[config.mk]
export PLATFORM = sky130hd
export DESIGN_NAME = regfile_mp_flat
export DESIGN_NICKNAME = d
export VERILOG_FILES = /design/src/rtl/regfile_pkg.sv /design/src/rtl/regfile_if.sv /design/src/rtl/regfile_rd_mux.sv /design/src/rtl/regfile_mp.sv /design/src/flat_wrapper.sv
export SDC_FILE = /design/constraint.sdc
export NUM_CORES = 2
export LEC_CHECK = 0
export BUFFER_PORTS_ARGS = -buffer_cell sky130_fd_sc_hd__buf_2
export CORE_MARGIN = 2
export CORE_UTILIZATION = 45
export DETAILED_ROUTE_END_ITERATION = 7
export GPL_ROUTABILITY_DRIVEN = 0
export PLACE_DENSITY = 0.69
export SLEW_MARGIN = 20
export SYNTH_ARGS = -nofsm -noshare
export SYNTH_HDL_FRONTEND = slang
export SYNTH_SLANG_ARGS = --single-unit
export TNS_END_PERCENT = 50
[constraint.sdc]
create_clock -name clk -period 56 [get_ports clk]
set_input_delay 14 -clock clk [delete_from_list [all_inputs] [get_ports clk]]
set_output_delay 14 -clock clk [all_outputs]
set_load 0.02 [all_outputs]
[src/rtl/regfile_pkg.sv]
// regfile_pkg: default widths and the port-1-priority write select shared by regfile_mp.
package regfile_pkg;
    localparam int DEF_DATA_W = 32;
    localparam int DEF_ADDR_W = 5;
    localparam int DEF_NUM_RD = 2;

    typedef enum logic [1:0] {SEL_NONE, SEL_P0, SEL_P1} wsel_e;

    function automatic wsel_e wr_sel(input logic hit0, input logic hit1);
        return hit1 ? SEL_P1 : (hit0 ? SEL_P0 : SEL_NONE);
    endfunction
endpackage

[src/rtl/regfile_if.sv]
// regfile_if: two write ports, packed read ports and the collision flag of regfile_mp.
interface regfile_if import regfile_pkg::*; #(
    parameter int DATA_W = DEF_DATA_W,
    parameter int ADDR_W = DEF_ADDR_W,
    parameter int NUM_RD = DEF_NUM_RD
);
    logic                     WrEn0;
    logic [ADDR_W-1:0]        Aw0;
    logic [DATA_W-1:0]        Dw0;
    logic                     WrEn1;
    logic [ADDR_W-1:0]        Aw1;
    logic [DATA_W-1:0]        Dw1;
    logic [NUM_RD*ADDR_W-1:0] Ar;
    logic [NUM_RD*DATA_W-1:0] Dr;
    logic [NUM_RD-1:0]        Vr;
    logic                     wr_collide;

    modport master (
        output WrEn0, Aw0, Dw0, WrEn1, Aw1, Dw1, Ar,
        input  Dr, Vr, wr_collide
    );
    modport slave (
        input  WrEn0, Aw0, Dw0, WrEn1, Aw1, Dw1, Ar,
        output Dr, Vr, wr_collide
    );
endinterface

[src/rtl/regfile_rd_mux.sv]
// regfile_rd_mux: one combinational read port with optional same-cycle write forwarding.
module regfile_rd_mux import regfile_pkg::*; #(
    parameter int DATA_W   = DEF_DATA_W,
    parameter int ADDR_W   = DEF_ADDR_W,
    parameter int ZERO_REG = 1
) (
    input  logic [ADDR_W-1:0]                   ar_i,
    input  logic [2**ADDR_W-1:0][DATA_W-1:0]    mem_i,
    input  logic [2**ADDR_W-1:0]                vld_i,
    input  logic                                rst_i,
    input  logic                                byp0_i,
    input  logic [ADDR_W-1:0]                   aw0_i,
    input  logic [DATA_W-1:0]                   dw0_i,
    input  logic                                byp1_i,
    input  logic [ADDR_W-1:0]                   aw1_i,
    input  logic [DATA_W-1:0]                   dw1_i,
    output logic [DATA_W-1:0]                   dr_o,
    output logic                                vr_o
);
    logic  zero;
    wsel_e sel;

    assign zero = (ZERO_REG != 0) && (ar_i == '0);
    assign sel  = zero ? SEL_NONE : wr_sel(byp0_i && aw0_i == ar_i, byp1_i && aw1_i == ar_i);
    assign dr_o = (rst_i || zero) ? '0 :
                  (sel == SEL_P1) ? dw1_i :
                  (sel == SEL_P0) ? dw0_i : mem_i[ar_i];
    assign vr_o = zero || (sel != SEL_NONE) || vld_i[ar_i];
endmodule

[src/rtl/regfile_mp.sv]
// regfile_mp: 2-write / NUM_RD-read register file with per-register valid bits and collision flag.
// Define REGFILE_BYPASS_EN to forward same-cycle write data to matching read ports.
module regfile_mp import regfile_pkg::*; #(
    parameter int DATA_W   = DEF_DATA_W,
    parameter int ADDR_W   = DEF_ADDR_W,
    parameter int NUM_RD   = DEF_NUM_RD,
    parameter int ZERO_REG = 1
) (
    input  logic     clk,
    input  logic     reset,
    regfile_if.slave bus
);
    localparam int DEPTH = 2**ADDR_W;

    logic [DEPTH-1:0][DATA_W-1:0] mem_q, mem_d;
    logic [DEPTH-1:0]             vld_q, vld_d;
    logic                         col_q, col_d;
    logic                         byp0, byp1;

    // Register 0 is skipped entirely when hardwired, so its valid bit never sets.
    always_comb begin
        mem_d = mem_q;
        vld_d = vld_q;
        for (int i = (ZERO_REG != 0) ? 1 : 0; i < DEPTH; i++) begin
            case (wr_sel(bus.WrEn0 && bus.Aw0 == ADDR_W'(i), bus.WrEn1 && bus.Aw1 == ADDR_W'(i)))
                SEL_P0: begin
                    mem_d[i] = bus.Dw0;
                    vld_d[i] = 1'b1;
                end
                SEL_P1: begin
                    mem_d[i] = bus.Dw1;
                    vld_d[i] = 1'b1;
                end
                default: ;
            endcase
        end
    end

    assign col_d = bus.WrEn0 && bus.WrEn1 && (bus.Aw0 == bus.Aw1);

    always_ff @(posedge clk or posedge reset) begin
        if (reset) begin
            mem_q <= '0;
            vld_q <= '0;
            col_q <= 1'b0;
        end else begin
            mem_q <= mem_d;
            vld_q <= vld_d;
            col_q <= col_d;
        end
    end

    assign bus.wr_collide = col_q;

`ifdef REGFILE_BYPASS_EN
    assign byp0 = bus.WrEn0 && !reset;
    assign byp1 = bus.WrEn1 && !reset;
`else
    assign byp0 = 1'b0;
    assign byp1 = 1'b0;
`endif

    for (genvar g = 0; g < NUM_RD; g++) begin : g_rd
        regfile_rd_mux #(.DATA_W(DATA_W), .ADDR_W(ADDR_W), .ZERO_REG(ZERO_REG)) u_rd (
            .ar_i   (bus.Ar[g*ADDR_W +: ADDR_W]),
            .mem_i  (mem_q),
            .vld_i  (vld_q),
            .rst_i  (reset),
            .byp0_i (byp0),
            .aw0_i  (bus.Aw0),
            .dw0_i  (bus.Dw0),
            .byp1_i (byp1),
            .aw1_i  (bus.Aw1),
            .dw1_i  (bus.Dw1),
            .dr_o   (bus.Dr[g*DATA_W +: DATA_W]),
            .vr_o   (bus.Vr[g])
        );
    end
endmodule
[src/flat_wrapper.sv]
// flat-port wrapper written by rule: the top's interface ports become plain ports
module regfile_mp_flat import regfile_pkg::*;
#(
    parameter int DATA_W   = DEF_DATA_W,
    parameter int ADDR_W   = DEF_ADDR_W,
    parameter int NUM_RD   = DEF_NUM_RD,
    parameter int ZERO_REG = 1
)
  (clk, reset, bus_WrEn0, bus_Aw0, bus_Dw0, bus_WrEn1, bus_Aw1, bus_Dw1, bus_Ar, bus_Dr, bus_Vr, bus_wr_collide);
  regfile_if #(.DATA_W(DATA_W), .ADDR_W(ADDR_W), .NUM_RD(NUM_RD)) bus_i ();
  input  logic clk;
  input  logic reset;
  input wire logic [$bits(bus_i.WrEn0)-1:0] bus_WrEn0;
  input wire logic [$bits(bus_i.Aw0)-1:0] bus_Aw0;
  input wire logic [$bits(bus_i.Dw0)-1:0] bus_Dw0;
  input wire logic [$bits(bus_i.WrEn1)-1:0] bus_WrEn1;
  input wire logic [$bits(bus_i.Aw1)-1:0] bus_Aw1;
  input wire logic [$bits(bus_i.Dw1)-1:0] bus_Dw1;
  input wire logic [$bits(bus_i.Ar)-1:0] bus_Ar;
  output wire logic [$bits(bus_i.Dr)-1:0] bus_Dr;
  output wire logic [$bits(bus_i.Vr)-1:0] bus_Vr;
  output wire logic [$bits(bus_i.wr_collide)-1:0] bus_wr_collide;
  assign bus_i.WrEn0 = bus_WrEn0;
  assign bus_i.Aw0 = bus_Aw0;
  assign bus_i.Dw0 = bus_Dw0;
  assign bus_i.WrEn1 = bus_WrEn1;
  assign bus_i.Aw1 = bus_Aw1;
  assign bus_i.Dw1 = bus_Dw1;
  assign bus_i.Ar = bus_Ar;
  assign bus_Dr = bus_i.Dr;
  assign bus_Vr = bus_i.Vr;
  assign bus_wr_collide = bus_i.wr_collide;
  regfile_mp #(.DATA_W(DATA_W), .ADDR_W(ADDR_W), .NUM_RD(NUM_RD), .ZERO_REG(ZERO_REG)) u_core (.clk(clk), .reset(reset), .bus(bus_i));
endmodule
==> results.tsv <==
stage	metric	value	unit
timing	RSZ-0062 raised after global routing	no	
die	core area	0.1418	mm²
grt	gr ovfl total	0	
logic_synthesis	register area share after synthesis	39.78	%
routing	metal3 WL	31370	µm
timing	final hold slack	496.9	ps
timing	max-slew violation count	0	
cts	CTS Root Buffer Type	clkbuf_16	
finish	fin util	49.07	%
worst_setup_path	kind of critical path	primary input to output port	
logic_synthesis	post-synth cell types	53	
logic_synthesis	Post-synth ARST share	100.0	%
finish	Multi-input gate area	0.03583	mm²
logic_synthesis	Post-synth EDFFs	0	
finish	register area	0.02562	mm²
cts	setup bufs post-CTS	0	
cts	clock-pin slew on the worst setup and hold paths	60	ps
die	Die Height	382.3	µm
min_path	HP Class	register to register	
finish	fin nets	6053	
timing	Final Hold Viols	0	
routing	Routed Antenna Nets	0	
die	chip width	382.3	µm
worst_setup_path	Worst R2R Start	u_core.vld_q[3]	
timing	setup ws final	23830	ps
cts	post_cts resized	0	
routing	DR vias	53590	
placement	setup slack at placement	24030	ps
status	status	finished, final reports clean	
min_path	worst hold endpoint	u_core.vld_q[12]	
timing	setup TNS	0	ps
grt	largest net degree at the start of global routing	175	
timing	Slew headroom	21.47	%
power	Pwr Density	35.38	mW/mm²
finish	most common cell after layout, fill and taps aside	mux2i_1	
die	Die ar.	0.1462	mm²
routing	DRC Markers	0	
die	Top-Level Pins	155	
worst_setup_path	Setup crit start kind	primary input	
logic_synthesis	Post-Syn Area	0.06441	mm²
grt	first-pass GRT wire length	360300	µm
routing	DRT iter0 DRCs	7645	
logic_synthesis	Synth Area per Inst	10.21	µm²
grt	vias in the first global route	52060	
finish	share of cells above drive strength 1	17.40	%
logic_synthesis	Yosys top cell by area	dfrtp_1	
worst_setup_path	r2r worst-path depth	1	
worst_setup_path	Worst Path Required	42000	ps
timing	final setup vio count	0	
routing	Routed WL per cell	31.19	µm
routing	DRT Wirelength	248300	µm
die	Core Rows	138	
finish	Area growth, synth to finish	7.994	%
routing	top layer in use	met5	
timing	period utilization	57.45	%
timing	worst clock skew	0	ps
die	Initial Util	45.44	%
logic_synthesis	top post-synthesis cells by area	dfrtp_1, mux2i_1, mux4_2, o21ai_0, nand2_1	
cts	TritonCTS clock tree	done	
finish	most frequent cells in the layout	mux2i_1, dfrtp_1, nand2_1, o21ai_0, a21oi_1	
placement	PortBufs	154	
cts	clock tree sinks	1024	
grt	initial antenna violation count	20	
logic_synthesis	top cell type's share of synthesized area	39.78	%
cts	H-tree depth	3	
logic_synthesis	predominant post-synthesis flop cell	dfrtp_1	
placement	HPWL after DPL	138600	µm
logic_synthesis	Yosys Warn Count	0	
min_path	Worst Min Path Start	u_core.vld_q[12]	
logic_synthesis	Post-Synthesis Cells	6308	
cts	Inserted Clock Buffers	116	
timing	worst slew pin tran	1178	ps
grt	Total GRT Usage	33.37	%
logic_synthesis	#FFs+latches synth	1024	
power	Leak	29.73	nW
cts	# hold bufs at CTS	0	
worst_setup_path	Max Fanout on Critical Path	102	
power	IR drop worst, VDD	0.02860	mV
cts	Clock Latency Late Sink	730	ps
routing	DR vias/cell	6.732	
timing	min cycle time layout	32170	ps
worst_setup_path	Setup crit end kind	output port	
worst_setup_path	Worst R2R Setup Slack	55020	ps
logic_synthesis	Mapped Nets	6396	
flow_run	MaxCap Viol Count	0	
worst_setup_path	worst flop-to-flop path endpoint	u_core.vld_q[3]	
timing	fmax	31.08	MHz
min_path	hold depth	2	
routing	WL met2	107300	µm
routing	TritonRoute pass-1 iters	8	
routing	routed length on met1	89920	µm
cts	Longest Clk Path Bufs	3	
worst_setup_path	arrival time worst endpoint	18170	ps
finish	# fillers	12560	
[state kept, by name, summed over array words and instances (netlist names)]
name                   flops
u_core.vld_q              31
u_core.bus.wr_collide      1
u_core.mem_q             992
[report_power, final]
group | total [mW] | leakage, nW | internal, mW | switching [mW]
Clock | 0.782 | 1.91 | 0.447 | 0.335
Combinational | 0.585 | 15.3 | 0.300 | 0.285
Sequential | 1.09 | 12.5 | 0.934 | 0.160
[logic make-up after synthesis]
kind of cell	share of synthesized area [%]
AOI/OAI and AO/OA	13.61
xor gates and xnor gates	0.02720
buffers and inverters	5.282
DFF	39.78
muxes	33.08
and+or+nand+nor	8.219
[worst max-delay path, stage by stage]
cell	delay [ps]
buf_8	480
buf_12	600
nand2b_2	540
buf_4	550
o22ai_1	170
o21a_1	190
o41ai_1	830
nand2_1	380
buf_2	270
[Yosys cell counts, types with 4 or more instances]
library cell	count
mux2i_1	1206
dfrtp_1	1024
nand2_1	767
o21ai_0	682
clkbuf_1	448
nor2_1	401
a21oi_1	396
mux4_2	322
mux2_2	176
buf_2	172
a22oi_1	115
o22ai_1	83
buf_4	81
o21a_1	52
nor2b_1	47
o21ai_1	46
a22o_1	42
o221ai_1	32
o31ai_1	30
o41ai_1	27
buf_1	20
buf_6	14
or3_1	11
nand2b_1	10
nand3_1	10
nor2_2	9
a211oi_1	8
a221oi_1	8
a211o_1	7
and3_1	5
inv_1	5
nand4_1	5
nor3_1	5
nor3b_1	5
a21o_1	4
and2_1	4
[cell type report]
class | instances | area share, %
diodes | 12 | 0.04317
clock buffers | 167 | 4.939
clock inverters | 44 | 0.5846
inverters | 5 | 0.03777
multi-input cells | 4544 | 51.52
flip-flops and latches | 1024 | 36.84
well taps | 1890 | 3.400
repair buffers | 274 | 2.639
[worst max path at each step]
| stage | start | end | slack, ps | cells past startpoint |
|---|---|---|---|---|
| floorplan | reset | u_core.bus.wr_collide | 13080 | 2 |
| global placement | bus_Ar[5] | bus_Dr[47] | 24060 | 9 |
| detailed placement | bus_Ar[5] | bus_Dr[47] | 24030 | 9 |
| CTS | bus_Ar[5] | bus_Dr[47] | 24040 | 9 |
| global route | bus_Ar[5] | bus_Dr[47] | 23840 | 9 |
| finish | bus_Ar[6] | bus_Dr[58] | 23830 | 9 |
[per-stage QoR]
stage / total power, mW / instances / area (µm²)
4_1_cts: 2.443 / 7946 / 69440
5_1_grt: 2.561 / 7956 / 69550
3_3_place_gp: 1.637 / 7734 / 65570
6_report: 2.461 / 7960 / 69560
3_5_place_dp: 1.669 / 7735 / 65600
2_1_floorplan: 1.505 / 6308 / 64410
[layer usage]
metal  vias up  GRT usage, %
li1      22210             -
met1     26390         42.30
met2      3926         49.26
met3      1043         10.12
met4        12         22.16
met5         -             0
Note: power is estimated with default switching activity, not from simulation.
